<file path="config.mk">
export PLATFORM = sky130hd
export DESIGN_NAME = phase_slot_scheduler
export DESIGN_NICKNAME = d
export VERILOG_FILES = /design/src/rtl/phase_slot_scheduler_pkg.sv /design/src/rtl/slot_lend_arbiter.sv /design/src/rtl/phase_slot_scheduler.sv
export SDC_FILE = /design/constraint.sdc
export NUM_CORES = 1
export LEC_CHECK = 0
export ABC_AREA = 1
export BUFFER_PORTS_ARGS = -buffer_cell sky130_fd_sc_hd__buf_2
export CAP_MARGIN = 40
export CORE_UTILIZATION = 51
export DETAILED_ROUTE_END_ITERATION = 7
export PLACE_DENSITY = 0.76
export SLEW_MARGIN = 40
export SYNTH_ARGS = -nofsm -noshare
export SYNTH_HDL_FRONTEND = slang
export SYNTH_SLANG_ARGS = --single-unit
</file>
<file path="constraint.sdc">
create_clock -name clk -period 2.33 [get_ports clk]
set_clock_uncertainty 0.15 [all_clocks]
set_input_delay 0.233 -clock clk [delete_from_list [all_inputs] [get_ports clk]]
set_output_delay 0.233 -clock clk [all_outputs]
set_load 0.1 [all_outputs]
</file>
<file path="src/rtl/phase_slot_scheduler_pkg.sv">
// Shared definitions for the quadrature phase slot scheduler: phase count, FSM state
// codes and the per-slot phase level table.
package phase_slot_scheduler_pkg;

    localparam int unsigned NPHASE = 4;

    typedef enum logic [1:0] {
        StIdle  = 2'd0,
        StRun   = 2'd1,
        StDrain = 2'd2
    } state_e;

    // Each phase level is high for two consecutive slots, giving 50% duty in quadrature.
    function automatic logic [3:0] phase_pattern(input logic [1:0] slot_idx);
        logic [3:0] pat;
        case (slot_idx)
            2'd0:    pat = 4'b1001;
            2'd1:    pat = 4'b0011;
            2'd2:    pat = 4'b0110;
            default: pat = 4'b1100;
        endcase
        return pat;
    endfunction

endpackage

</file>
<file path="src/rtl/slot_lend_arbiter.sv">
// Combinational 4-way rotating-priority picker: the slot owner first, then (if lending is
// enabled) the next eligible requester in order start+1, start+2, start+3.
module slot_lend_arbiter
    import phase_slot_scheduler_pkg::*;
#(
    parameter bit WORK_CONSERVING = 1'b1
) (
    input  logic [3:0] req_i,
    input  logic [3:0] mask_i,
    input  logic [1:0] start_i,
    output logic [3:0] gnt_o
);

    logic [3:0] elig;
    logic [1:0] idx;
    logic       found;

    assign elig = req_i & mask_i;

    always_comb begin
        gnt_o = '0;
        found = 1'b0;
        idx   = start_i;
        for (int i = 0; i < int'(NPHASE); i++) begin
            idx = start_i + 2'(i);
            if (!found && elig[idx] && (WORK_CONSERVING || i == 0)) begin
                gnt_o[idx] = 1'b1;
                found      = 1'b1;
            end
        end
    end

endmodule

</file>
<file path="src/rtl/phase_slot_scheduler.sv">
// Quadrature phase sequencer and time-slot arbiter: four slots per period, one grant per
// slot, with run/drain control and a config handshake open only at period boundaries.
module phase_slot_scheduler
    import phase_slot_scheduler_pkg::*;
#(
    parameter int unsigned DIV_W           = 8,
    parameter bit          WORK_CONSERVING = 1'b1
) (
    input  logic             clk,
    input  logic             reset,
    input  logic             cfg_valid,
    output logic             cfg_ready,
    input  logic [DIV_W-1:0] cfg_div,
    input  logic [3:0]       cfg_mask,
    input  logic             run,
    input  logic [3:0]       req,
    output logic [3:0]       phase_clk,
    output logic [1:0]       slot,
    output logic [3:0]       gnt,
    output logic             period_tick,
    output logic             busy
);

    state_e           state_q;
    logic [DIV_W-1:0] cnt_q;
    logic [DIV_W-1:0] div_q, div_d;
    logic [3:0]       mask_q, mask_d;
    logic [1:0]       slot_q, slot_d;
    logic [3:0]       phase_q;
    logic [3:0]       gnt_q;
    logic             busy_q;
    logic             slot_end;
    logic             cfg_accept;
    logic [3:0]       arb_gnt;

    assign slot_end    = (state_q != StIdle) && (cnt_q == div_q);
    assign period_tick = slot_end && (slot_q == 2'd3);
    assign cfg_ready   = (state_q == StIdle) || ((state_q == StRun) && period_tick);
    assign cfg_accept  = cfg_valid && cfg_ready;

    // An accept always precedes a slot 0, so the slot 0 grant already sees the new mask.
    assign div_d  = cfg_accept ? cfg_div : div_q;
    assign mask_d = cfg_accept ? cfg_mask : mask_q;
    assign slot_d = (state_q == StIdle) ? 2'd0 : slot_q + 2'd1;

    slot_lend_arbiter #(
        .WORK_CONSERVING(WORK_CONSERVING)
    ) u_arbiter (
        .req_i  (req),
        .mask_i (mask_d),
        .start_i(slot_d),
        .gnt_o  (arb_gnt)
    );

    always_ff @(posedge clk) begin
        if (!reset) begin
            state_q <= StIdle;
            cnt_q   <= '0;
            div_q   <= '0;
            mask_q  <= 4'hF;
            slot_q  <= 2'd0;
            phase_q <= 4'b0000;
            gnt_q   <= 4'b0000;
            busy_q  <= 1'b0;
        end else begin
            div_q  <= div_d;
            mask_q <= mask_d;
            case (state_q)
                StIdle: begin
                    if (run) begin
                        state_q <= StRun;
                        busy_q  <= 1'b1;
                        cnt_q   <= '0;
                        slot_q  <= slot_d;
                        phase_q <= phase_pattern(slot_d);
                        gnt_q   <= arb_gnt;
                    end
                end
                StRun, StDrain: begin
                    if ((state_q == StDrain) && !run && period_tick) begin
                        state_q <= StIdle;
                        busy_q  <= 1'b0;
                        cnt_q   <= '0;
                        slot_q  <= 2'd0;
                        phase_q <= 4'b0000;
                        gnt_q   <= 4'b0000;
                    end else begin
                        state_q <= run ? StRun : StDrain;
                        if (slot_end) begin
                            cnt_q   <= '0;
                            slot_q  <= slot_d;
                            phase_q <= phase_pattern(slot_d);
                            gnt_q   <= arb_gnt;
                        end else begin
                            cnt_q <= cnt_q + DIV_W'(1);
                        end
                    end
                end
                default: state_q <= StIdle;
            endcase
        end
    end

    assign phase_clk = phase_q;
    assign slot      = slot_q;
    assign gnt       = gnt_q;
    assign busy      = busy_q;

endmodule

</file>
==> impl_metrics.json, run 1 <==
{
  "critPathKind": "flip-flop to flip-flop",
  "num_rows": 22,
  "path_common_cell": "nand2_1",
  "hp-class": "primary input to flip-flop",
  "placed_area_sq_um": 2530,
  "tns_ns": -0.134,
  "drive_gt1_share_pct": 30.4,
  "holdBufCountCts": 0,
  "regArea_sq_um": 671,
  "clk_latency_ns": 0.27,
  "n_antenna_cell": 0,
  "rsz0062_at_grt": "true",
  "firstDrtPassIters": 4,
  "die_height_microns": 64.8,
  "period_needed_ns": 2.39,
  "max_slew_margin_pct": 67.2,
  "fin_crit_sh_pct": 103,
  "cp-start-kind": "flip-flop",
  "seq_area_frac_synth_pct": 32.9,
  "critPathMaxStageDelay_ns": 0.33,
  "fmax_mhz": 419,
  "maxCapViolations": 0,
  "power_density_nw_per_um2": 659,
  "syn-num-nets": 324,
  "cts_buffer_depth": 2,
  "yosysUniqueCellTypes": 28,
  "drv_slew": 0,
  "final_common_cell": "nand2_1",
  "grt_pass1_wl_mm": 8.14,
  "core_area_sq_um": 3720,
  "rrSetupSlack_ns": -0.06,
  "grt_pass1_vias": 1889,
  "reg2reg_to": "gnt[3]$_SDFFE_PN0P_",
  "hold_start": "cfg_div[2]",
  "routed_wirelength_mm": 4.60,
  "layout.nets": 386,
  "arrival_ns": 2.45,
  "p_leak_nw": 1.31,
  "root_buffer": "clkbuf_8",
  "clkTransAtPathRegs_ns": 0.06,
  "multi_input_area_sq_um": 1300,
  "nFillCells": 336,
  "path_cells": "inv_2 > ha_4 > a21oi_2 > nand3_2 > nor2_4 > nand4_4 > nand2_8 > nand2_8 > nand2_4 > nand4_1 > nand2_1 > nand2_2 > nand2_4 > nand3_1 > nand2_1 > inv_1 > nand3_1 > nand2_1 > a21oi_2",
  "port_buffers": 32,
  "start_util_pct": 54.1,
  "critPathRequiredTime_ns": 2.39,
  "crit_buf_inv": 2,
  "grtUsageTotal_pct": 24.8,
  "cp_max_fo": 6,
  "finalHoldViolations": 0,
  "die-area_sq_um": 4200,
  "wire_per_inst_microns": 11.4,
  "die_w_microns": 64.8,
  "grt_max_degree": 15,
  "ioPinCount": 33,
  "status": "complete, but fails checks",
  "grt_overflow": 0,
  "drtIter0Drc": 103,
  "yosysWarnings": 0,
  "cp_top_family": "simple AND/OR/NAND/NOR gates",
  "antenna_left": 0,
  "dp_hpwl_mm": 3.65,
  "setup_viol": 4,
  "reg2reg_depth": 19,
  "layout_common_cells": "66 x nand2_1, 35 x inv_1, 30 x nand3_1, 30 x buf_2",
  "violations": "negative setup slack",
  "vdd_drop_max_uv": 295,
  "cts_buffers": 5,
  "setup_ws_ns": -0.0583,
  "hold_slack_ns": 0.0743,
  "htree_levels": 2,
  "holdPathEnd": "div_q[2]$_SDFFE_PN0N_",
  "antenna_found_initial": 0,
  "netlist_area_sq_um": 2010,
  "place.gp.congestion": 0.944,
  "clock-sinks": 33,
  "tritoncts": "done",
  "area_growth_syn_to_layout_pct": 31.8,
  "cpMaxStageDelayCell": "dfxtp_2",
  "drcViolationCount": 0,
  "worst_pin_slew_ns": 0.491,
  "via_count": 2017,
  "syn_inst": 292,
  "stdcell_area_sq_um": 2650,
  "worstSetupEndpointType": "flip-flop",
  "reg2reg_from": "state_q[1]$_SDFFE_PN0P_",
  "via_per_inst": 5.00,
  "avgSynthCellArea_sq_um": 6.88,
  "timing.hold.worst_path_depth": 3,
  "finalPower_mw": 1.75,
  "synth-seq-cells": 33
}
registers in the layout (all words and copies together), names as in the netlist:
signal and flops:
cnt_q 8, div_q 8, gnt 4, mask_q 4
phase_clk 4, slot 2, state_q 2, busy 1
how the worst max path moves through the flow:
| stage | startpoint | endpoint | slack [ns] | cells after the start |
|---|---|---|---|---|
| detailed placement | state_q[0]$_SDFFE_PN0P_ | gnt[3]$_SDFFE_PN0P_ | -0.07 | 19 |
| global route | state_q[1]$_SDFFE_PN0P_ | gnt[1]$_SDFFE_PN0P_ | -0.29 | 19 |
| CTS | state_q[0]$_SDFFE_PN0P_ | gnt[3]$_SDFFE_PN0P_ | -0.06 | 19 |
| global placement | state_q[0]$_SDFFE_PN0P_ | gnt[3]$_SDFFE_PN0P_ | -0.03 | 19 |
| floorplan | state_q[1]$_SDFFE_PN0P_ | gnt[2]$_SDFFE_PN0P_ | -0.005 | 19 |
| finish | state_q[1]$_SDFFE_PN0P_ | gnt[3]$_SDFFE_PN0P_ | -0.06 | 19 |
metal layers:
metal,track usage (%),wire [microns]
met3,4.40,145
met2,42.7,2240
met5,0,0
met4,6.67,46
met1,31.4,2160
kinds of logic after synthesis:
kind of cell               share of synthesized area, %
buffers and inverters                              8.47
adders and majority gates                          7.47
and+or+nand+nor                                    39.3
xor gates and xnor gates                           3.05
AOI/OAI and AO/OA                                  8.84
DFF                                                32.9
stage by stage:
stage | util [%] | cells | setup WS [ns]
4_1_cts | 71.1 | 403 | -0.0587
3_5_place_dp | 68.2 | 393 | -0.0711
6_report | 71.3 | 403 | -0.0583
2_1_floorplan | - | 292 | -0.00452
3_3_place_gp | 68.2 | 393 | -0.0338
5_1_grt | 71.3 | 403 | -0.290
cell type report:
class,instances,area share [%]
Inverter,41,6.00
Tap cell,48,2.27
Timing Repair Buffer,59,13.9
Sequential cell,33,25.3
Clock buffer,8,3.40
Multi-Input combinational cell,214,49.1
tightest hold or removal path: cells and delay by family:
kind	cells	cell delay, ns
and+or+nand+nor	1	0.08
buffers and inverters	1	0.07
AOI/OAI and AO/OA	1	0.08
where the power goes:
group          switching (mW)  leakage [nW]  internal (mW)  total (mW)
Sequential             0.0226         0.273          0.608       0.631
Combinational           0.470         0.994          0.210       0.681
Clock                   0.194        0.0455          0.241       0.435
synth_stat cells, drive strengths merged:
library cell  number  share of area (%)
nand3             37                 10
nor3               3               0.75
nand4             10                3.4
dfxtp             33                 33
xnor2              1               0.44
xor2               6                2.6
o21ai             10                2.5
nor2              32                7.5
clkbuf             3               0.56
nor4               1               0.31
clkinv             1               0.25
inv               40                7.5
nand2             79                 17
buf                1               0.19
ha                12                7.5
a21oi             21                6.0
a211oi             1               0.37
or3                1               0.31
what timing repair did:
item                       CTS  global route
pin swaps                    1             0
gates resized for setup      2             3
setup buffers                2             0
setup endpoints to repair    4            12
No activity file was read; power rests on OpenSTA's default activity.
==> run 2, diff against run 1 <==
--- a/config.mk
+++ b/config.mk
@@ -11,5 +11,5 @@
 export CORE_UTILIZATION = 51
 export DETAILED_ROUTE_END_ITERATION = 7
-export PLACE_DENSITY = 0.76
+export PLACE_DENSITY = 0.74
 export SLEW_MARGIN = 40
 export SYNTH_ARGS = -nofsm -noshare
==> constraint.sdc (replaced) <==
create_clock -name clk -period 2.33 [get_ports clk]
set_clock_uncertainty 0.15 [all_clocks]
set_input_delay 0.3495 -clock clk [delete_from_list [all_inputs] [get_ports clk]]
set_output_delay 0.3495 -clock clk [all_outputs]
set_load 0.1 [all_outputs]
==> run 2 against run 1 <==
The flow still finishes with violations (negative setup slack). Clock-buffer cell count shrank 1. Global-route usage grew 1.5 points. Power grew 4.3%. Fmax shrank 2.9%. Register-to-register slack lost 0.07 ns. Critical path type unchanged.
==> impl_metrics.json, run 2 (same netlist as run 1, synthesis figures left out) <==
{
  "grt_pass1_wl_mm": 8.49,
  "cts_buffers": 5,
  "largestRegisters": "cnt_q x8, div_q x8",
  "antenna_found_initial": 0,
  "max_slew_margin_pct": 66.7,
  "antenna_left": 0,
  "start_util_pct": 54.1,
  "cpMaxStageDelayCell": "dfxtp_2",
  "routed_wirelength_mm": 5.05,
  "clock-sinks": 33,
  "hold_slack_ns": 0.177,
  "critPathKind": "flip-flop to flip-flop",
  "rsz0062_at_grt": "true",
  "drive_gt1_share_pct": 34.6,
  "worst_pin_slew_ns": 0.499,
  "reg2reg_from": "state_q[0]$_SDFFE_PN0P_",
  "grtUsageTotal_pct": 26.3,
  "drtIter0Drc": 114,
  "final_common_cell": "nand2_1",
  "holdPathEnd": "div_q[2]$_SDFFE_PN0N_",
  "path_common_cell": "nand3_1",
  "worstSetupEndpointType": "flip-flop",
  "maxCapViolations": 0,
  "n_antenna_cell": 0,
  "layout_common_cells": "64 x nand2_1, 35 x inv_1, 32 x buf_4, 30 x buf_2",
  "die-area_sq_um": 4200,
  "htree_levels": 2,
  "vdd_drop_max_uv": 372,
  "status": "complete, but fails checks",
  "wire_per_inst_microns": 12.3,
  "hold_start": "cfg_div[2]",
  "critPathMaxStageDelay_ns": 0.34,
  "reg2reg_depth": 17,
  "tritoncts": "done",
  "finalPower_mw": 1.82,
  "placed_area_sq_um": 2580,
  "die_w_microns": 64.8,
  "power_density_nw_per_um2": 658,
  "startpoint": "state_q[0]$_SDFFE_PN0P_",
  "stdcell_area_sq_um": 2770,
  "pre_cts_slack_ns": -0.0770,
  "critPathRequiredTime_ns": 2.39,
  "grt_pass1_vias": 2020,
  "fin_crit_sh_pct": 106,
  "port_buffers": 32,
  "reg2reg_to": "gnt[3]$_SDFFE_PN0P_",
  "clk_latency_ns": 0.28,
  "tns_ns": -0.377,
  "finalHoldViolations": 0,
  "via_count": 2063,
  "crit_buf_inv": 1,
  "cts_buffer_depth": 2,
  "cp.depth": 17,
  "layout.nets": 392,
  "rrSetupSlack_ns": -0.13,
  "timing.hold.worst_path_depth": 3,
  "violations": "negative setup slack",
  "setup_viol": 4,
  "die_height_microns": 64.8,
  "arrival_ns": 2.52,
  "path_cells": "inv_2 > ha_4 > a21oi_2 > nand3_2 > nor2_4 > nand4_4 > nand2_8 > nand2_8 > nand2_4 > nand4_1 > nand3_1 > nand2_2 > nor2_4 > nand3_1 > nand3_1 > nand2_1 > a21oi_2",
  "grt_max_degree": 15,
  "area_growth_syn_to_layout_pct": 37.7,
  "ioPinCount": 33,
  "drcViolationCount": 0,
  "setup_ws_ns": -0.131,
  "cp-start-kind": "flip-flop",
  "grt_overflow": 0,
  "root_buffer": "clkbuf_8",
  "cp_top_family": "simple AND/OR/NAND/NOR gates",
  "core_area_sq_um": 3720,
  "clkTransAtPathRegs_ns": 0.07,
  "hp-class": "primary input to flip-flop",
  "period_needed_ns": 2.46,
  "holdBufCountCts": 0,
  "fmax_mhz": 406,
  "cp_max_fo": 6,
  "dp_hpwl_mm": 3.83,
  "num_rows": 22,
  "via_per_inst": 5.04,
  "drv_slew": 0,
  "place.gp.congestion": 1.00,
  "p_leak_nw": 1.36,
  "firstDrtPassIters": 4
}
==> run 2: power by group <==
group | switching [mW] | total, mW | internal [mW] | leakage [nW]
clock network | 0.203 | 0.469 | 0.267 | 0.0542
logic | 0.492 | 0.720 | 0.228 | 1.04
registers | 0.0228 | 0.632 | 0.609 | 0.274
==> run 2: worst min-delay path, stage by stage <==
cell and delay [ns]:
buf_2 0.07, o21ai_0 0.07, nor2_1 0.08
==> run 2: cell type report <==
class                           instances  area [sq um]
Fill cell                             287           948
Clock buffer                            7          96.3
Inverter                               41           159
Multi-Input combinational cell        214          1330
Timing Repair Buffer                   65           442
Tap cell                               48          60.1
Sequential cell                        33           674
Clock inverter                          1          5.00
==> run 2: how the worst max path moves through the flow <==
stage	end	slack (ns)
floorplan	gnt[2]$_SDFFE_PN0P_	-0.005
global placement	gnt[1]$_SDFFE_PN0P_	-0.03
detailed placement	gnt[1]$_SDFFE_PN0P_	-0.08
CTS	gnt[3]$_SDFFE_PN0P_	-0.05
global route	gnt[0]$_SDFFE_PN0P_	-0.25
finish	gnt[3]$_SDFFE_PN0P_	-0.13
==> run 2: per-stage QoR <==
| step | util, % | instances |
|---|---|---|
| floorplan | - | 292 |
| global placement | 69.4 | 395 |
| detailed placement | 69.4 | 395 |
| CTS | 73.0 | 406 |
| global route | 74.5 | 409 |
| finish | 74.5 | 409 |
==> run 2: routing by layer <==
metal	GRT usage (%)	wire, microns	share of wire (%)
met1	30.2	2230	44
met2	47.4	2550	51
met3	3.70	149	3.0
met4	11.9	118	2.3
met5	0	0	0
==> run 2: repair_timing <==
item | in CTS | in global routing
endpoints found under the setup margin | 4 | 11
pin swaps | 3 | 8
setup buffers | 3 | 4
gates resized for setup | 3 | 10
gates cloned | 0 | 0
==> run 3, diff against run 2 <==
==> constraint.sdc (replaced) <==
create_clock -name clk -period 2.33 [get_ports clk]
set_clock_uncertainty 0.15 [all_clocks]
set_input_delay 0.233 -clock clk [delete_from_list [all_inputs] [get_ports clk]]
set_output_delay 0.233 -clock clk [all_outputs]
set_load 0.1 [all_outputs]
==> run 3 against run 2 <==
The flow still finishes with violations (negative setup slack). Register-to-register slack improved by 0.05 ns. Hold slack lost 0.12 ns. Cell area decreased by 2.7%. Via count fell by 0.48%. First-iteration DRC count is 3.5% higher. Power shrank 4.4%. Worst setup slack better by 0.048 ns. Wire length is 5.1% lower. Critical path depth is 2 higher. Non-clock buffer count decreased by 2. Combinational power shrank 3.3%. Clock power decreased by 12%. Critical path type unchanged. Largest power group unchanged. Highest routed layer unchanged.
==> impl_metrics.json, run 3 (same netlist as run 1, synthesis figures left out) <==
{
  "status": "complete, but fails checks",
  "violations": "negative setup slack",
  "die-area_sq_um": 4200,
  "core_area_sq_um": 3720,
  "pre_cts_slack_ns": -0.0715,
  "cp-start-kind": "flip-flop",
  "finalHoldViolations": 0,
  "via_per_inst": 5.04,
  "clkTransAtPathRegs_ns": 0.07,
  "area_growth_syn_to_layout_pct": 34.0,
  "placed_cells": 395,
  "p_leak_nw": 1.32,
  "layout.nets": 390,
  "critPathKind": "flip-flop to flip-flop",
  "placed_area_sq_um": 2550,
  "final_common_cell": "nand2_1",
  "arrival_ns": 2.48,
  "fin_crit_sh_pct": 104,
  "clock-sinks": 33,
  "finalPower_mw": 1.74,
  "drv_slew": 0,
  "grt_max_degree": 15,
  "utilization_pct": 72.5,
  "drtIter0Drc": 118,
  "n_antenna_cell": 0,
  "clk_latency_ns": 0.28,
  "max_slew_margin_pct": 67.3,
  "cts_buffer_depth": 2,
  "largestRegisters": "cnt_q x8, div_q x8",
  "grt_pass1_vias": 1957,
  "grtUsageTotal_pct": 25.4,
  "nFillCells": 321,
  "port_buffers": 32,
  "hold_slack_ns": 0.0599,
  "place.gp.congestion": 0.971,
  "stdcell_count": 407,
  "die_w_microns": 64.8,
  "dp_hpwl_mm": 3.72,
  "stdcell_area_sq_um": 2690,
  "htree_levels": 2,
  "routed_wirelength_mm": 4.79,
  "wire_per_inst_microns": 11.8,
  "hp-class": "primary input to flip-flop",
  "setup_viol": 4,
  "antenna_left": 0,
  "period_needed_ns": 2.41,
  "start_util_pct": 54.1,
  "worst_pin_slew_ns": 0.494,
  "fmax_mhz": 415,
  "holdBufCountCts": 0,
  "rsz0062_at_grt": "true",
  "grt_pass1_wl_mm": 8.37,
  "power_density_nw_per_um2": 646,
  "tns_ns": -0.275,
  "via_count": 2053,
  "ioPinCount": 33,
  "worstSetupEndpointType": "flip-flop",
  "critPathRequiredTime_ns": 2.39,
  "antenna_found_initial": 0,
  "drcViolationCount": 0,
  "firstDrtPassIters": 4,
  "drive_gt1_share_pct": 32.6,
  "vdd_drop_max_uv": 337,
  "die_height_microns": 64.8,
  "regArea_sq_um": 672,
  "setup_ws_ns": -0.0825,
  "grt_overflow": 0,
  "cp_max_fo": 6,
  "cts_buffers": 5,
  "root_buffer": "clkbuf_8",
  "num_rows": 22,
  "tritoncts": "done",
  "multi_input_area_sq_um": 1320,
  "maxCapViolations": 0,
  "layout_common_cells": "66 x nand2_1, 34 x inv_1, 31 x buf_2, 31 x buf_4, 29 x nand3_1"
}
[run 3: cell count changes in the layout (fill, tap and decap cells not counted), sizes merged]
cell / before / now
buf: 65 / 62
inv: 39 / 38
clkinv: 2 / 3
clkinvlp: 1 / 2
[run 3: where the power goes]
part | switching (mW) | leakage (nW) | total, mW | internal, mW
Combinational | 0.479 | 1.01 | 0.696 | 0.217
Sequential | 0.0237 | 0.273 | 0.632 | 0.609
Clock | 0.205 | 0.0450 | 0.412 | 0.207
Total | 0.708 | 1.32 | 1.74 | 1.03
[run 3: final cells by class]
cell class	count	area share, %
tap	48	2.23
clock inverter	2	0.372
multi-input combinational	214	49.0
inverter	41	6.04
clock buffer	6	2.70
sequential	33	25.0
timing repair buffer	63	14.7
[run 3: per-layer routing]
metal	track usage (%)	vias up	routed length (microns)
met5	0	-	0
met4	7.22	0	52
met3	4.93	5	145
met2	43.9	40	2310
met1	31.7	936	2280
li1	-	1072	-
[run 3: worst max-delay path, cell delays in order, from the launching register on]
cell and delay, ns:
dfxtp_2 0.33, inv_2 0.05, ha_4 0.15, a21oi_2 0.12
nand3_2 0.11, nor2_4 0.13, nand4_4 0.12, nand2_8 0.15
nand2_8 0.09, nand2_4 0.10, nand4_1 0.12, nand2_1 0.12
nand2_2 0.07, nand2_4 0.12, nand3_1 0.08, nand2_1 0.06
inv_1 0.04, nand3_1 0.06, nand2_1 0.07, a21oi_2 0.11
[run 3: worst paths after layout]
check / from / to / slack (ns) / cells after the start
worst min-delay path: cfg_div[2] / div_q[2]$_SDFFE_PN0N_ / 0.06 / 3
worst max register to register: state_q[1]$_SDFFE_PN0P_ / gnt[3]$_SDFFE_PN0P_ / -0.08 / 19
worst min register to register: phase_clk[2]$_SDFFE_PN0P_ / phase_clk[2]$_SDFFE_PN0P_ / 0.31 / 2
worst max-delay path: state_q[1]$_SDFFE_PN0P_ / gnt[3]$_SDFFE_PN0P_ / -0.08 / 19
[run 3: repair_timing]
item	in CTS	in global routing
hold endpoints to repair	0	0
setup buffers	3	1
pin swaps	4	4
gates resized for setup	3	5
gates cloned	0	0
setup endpoints to repair	4	10
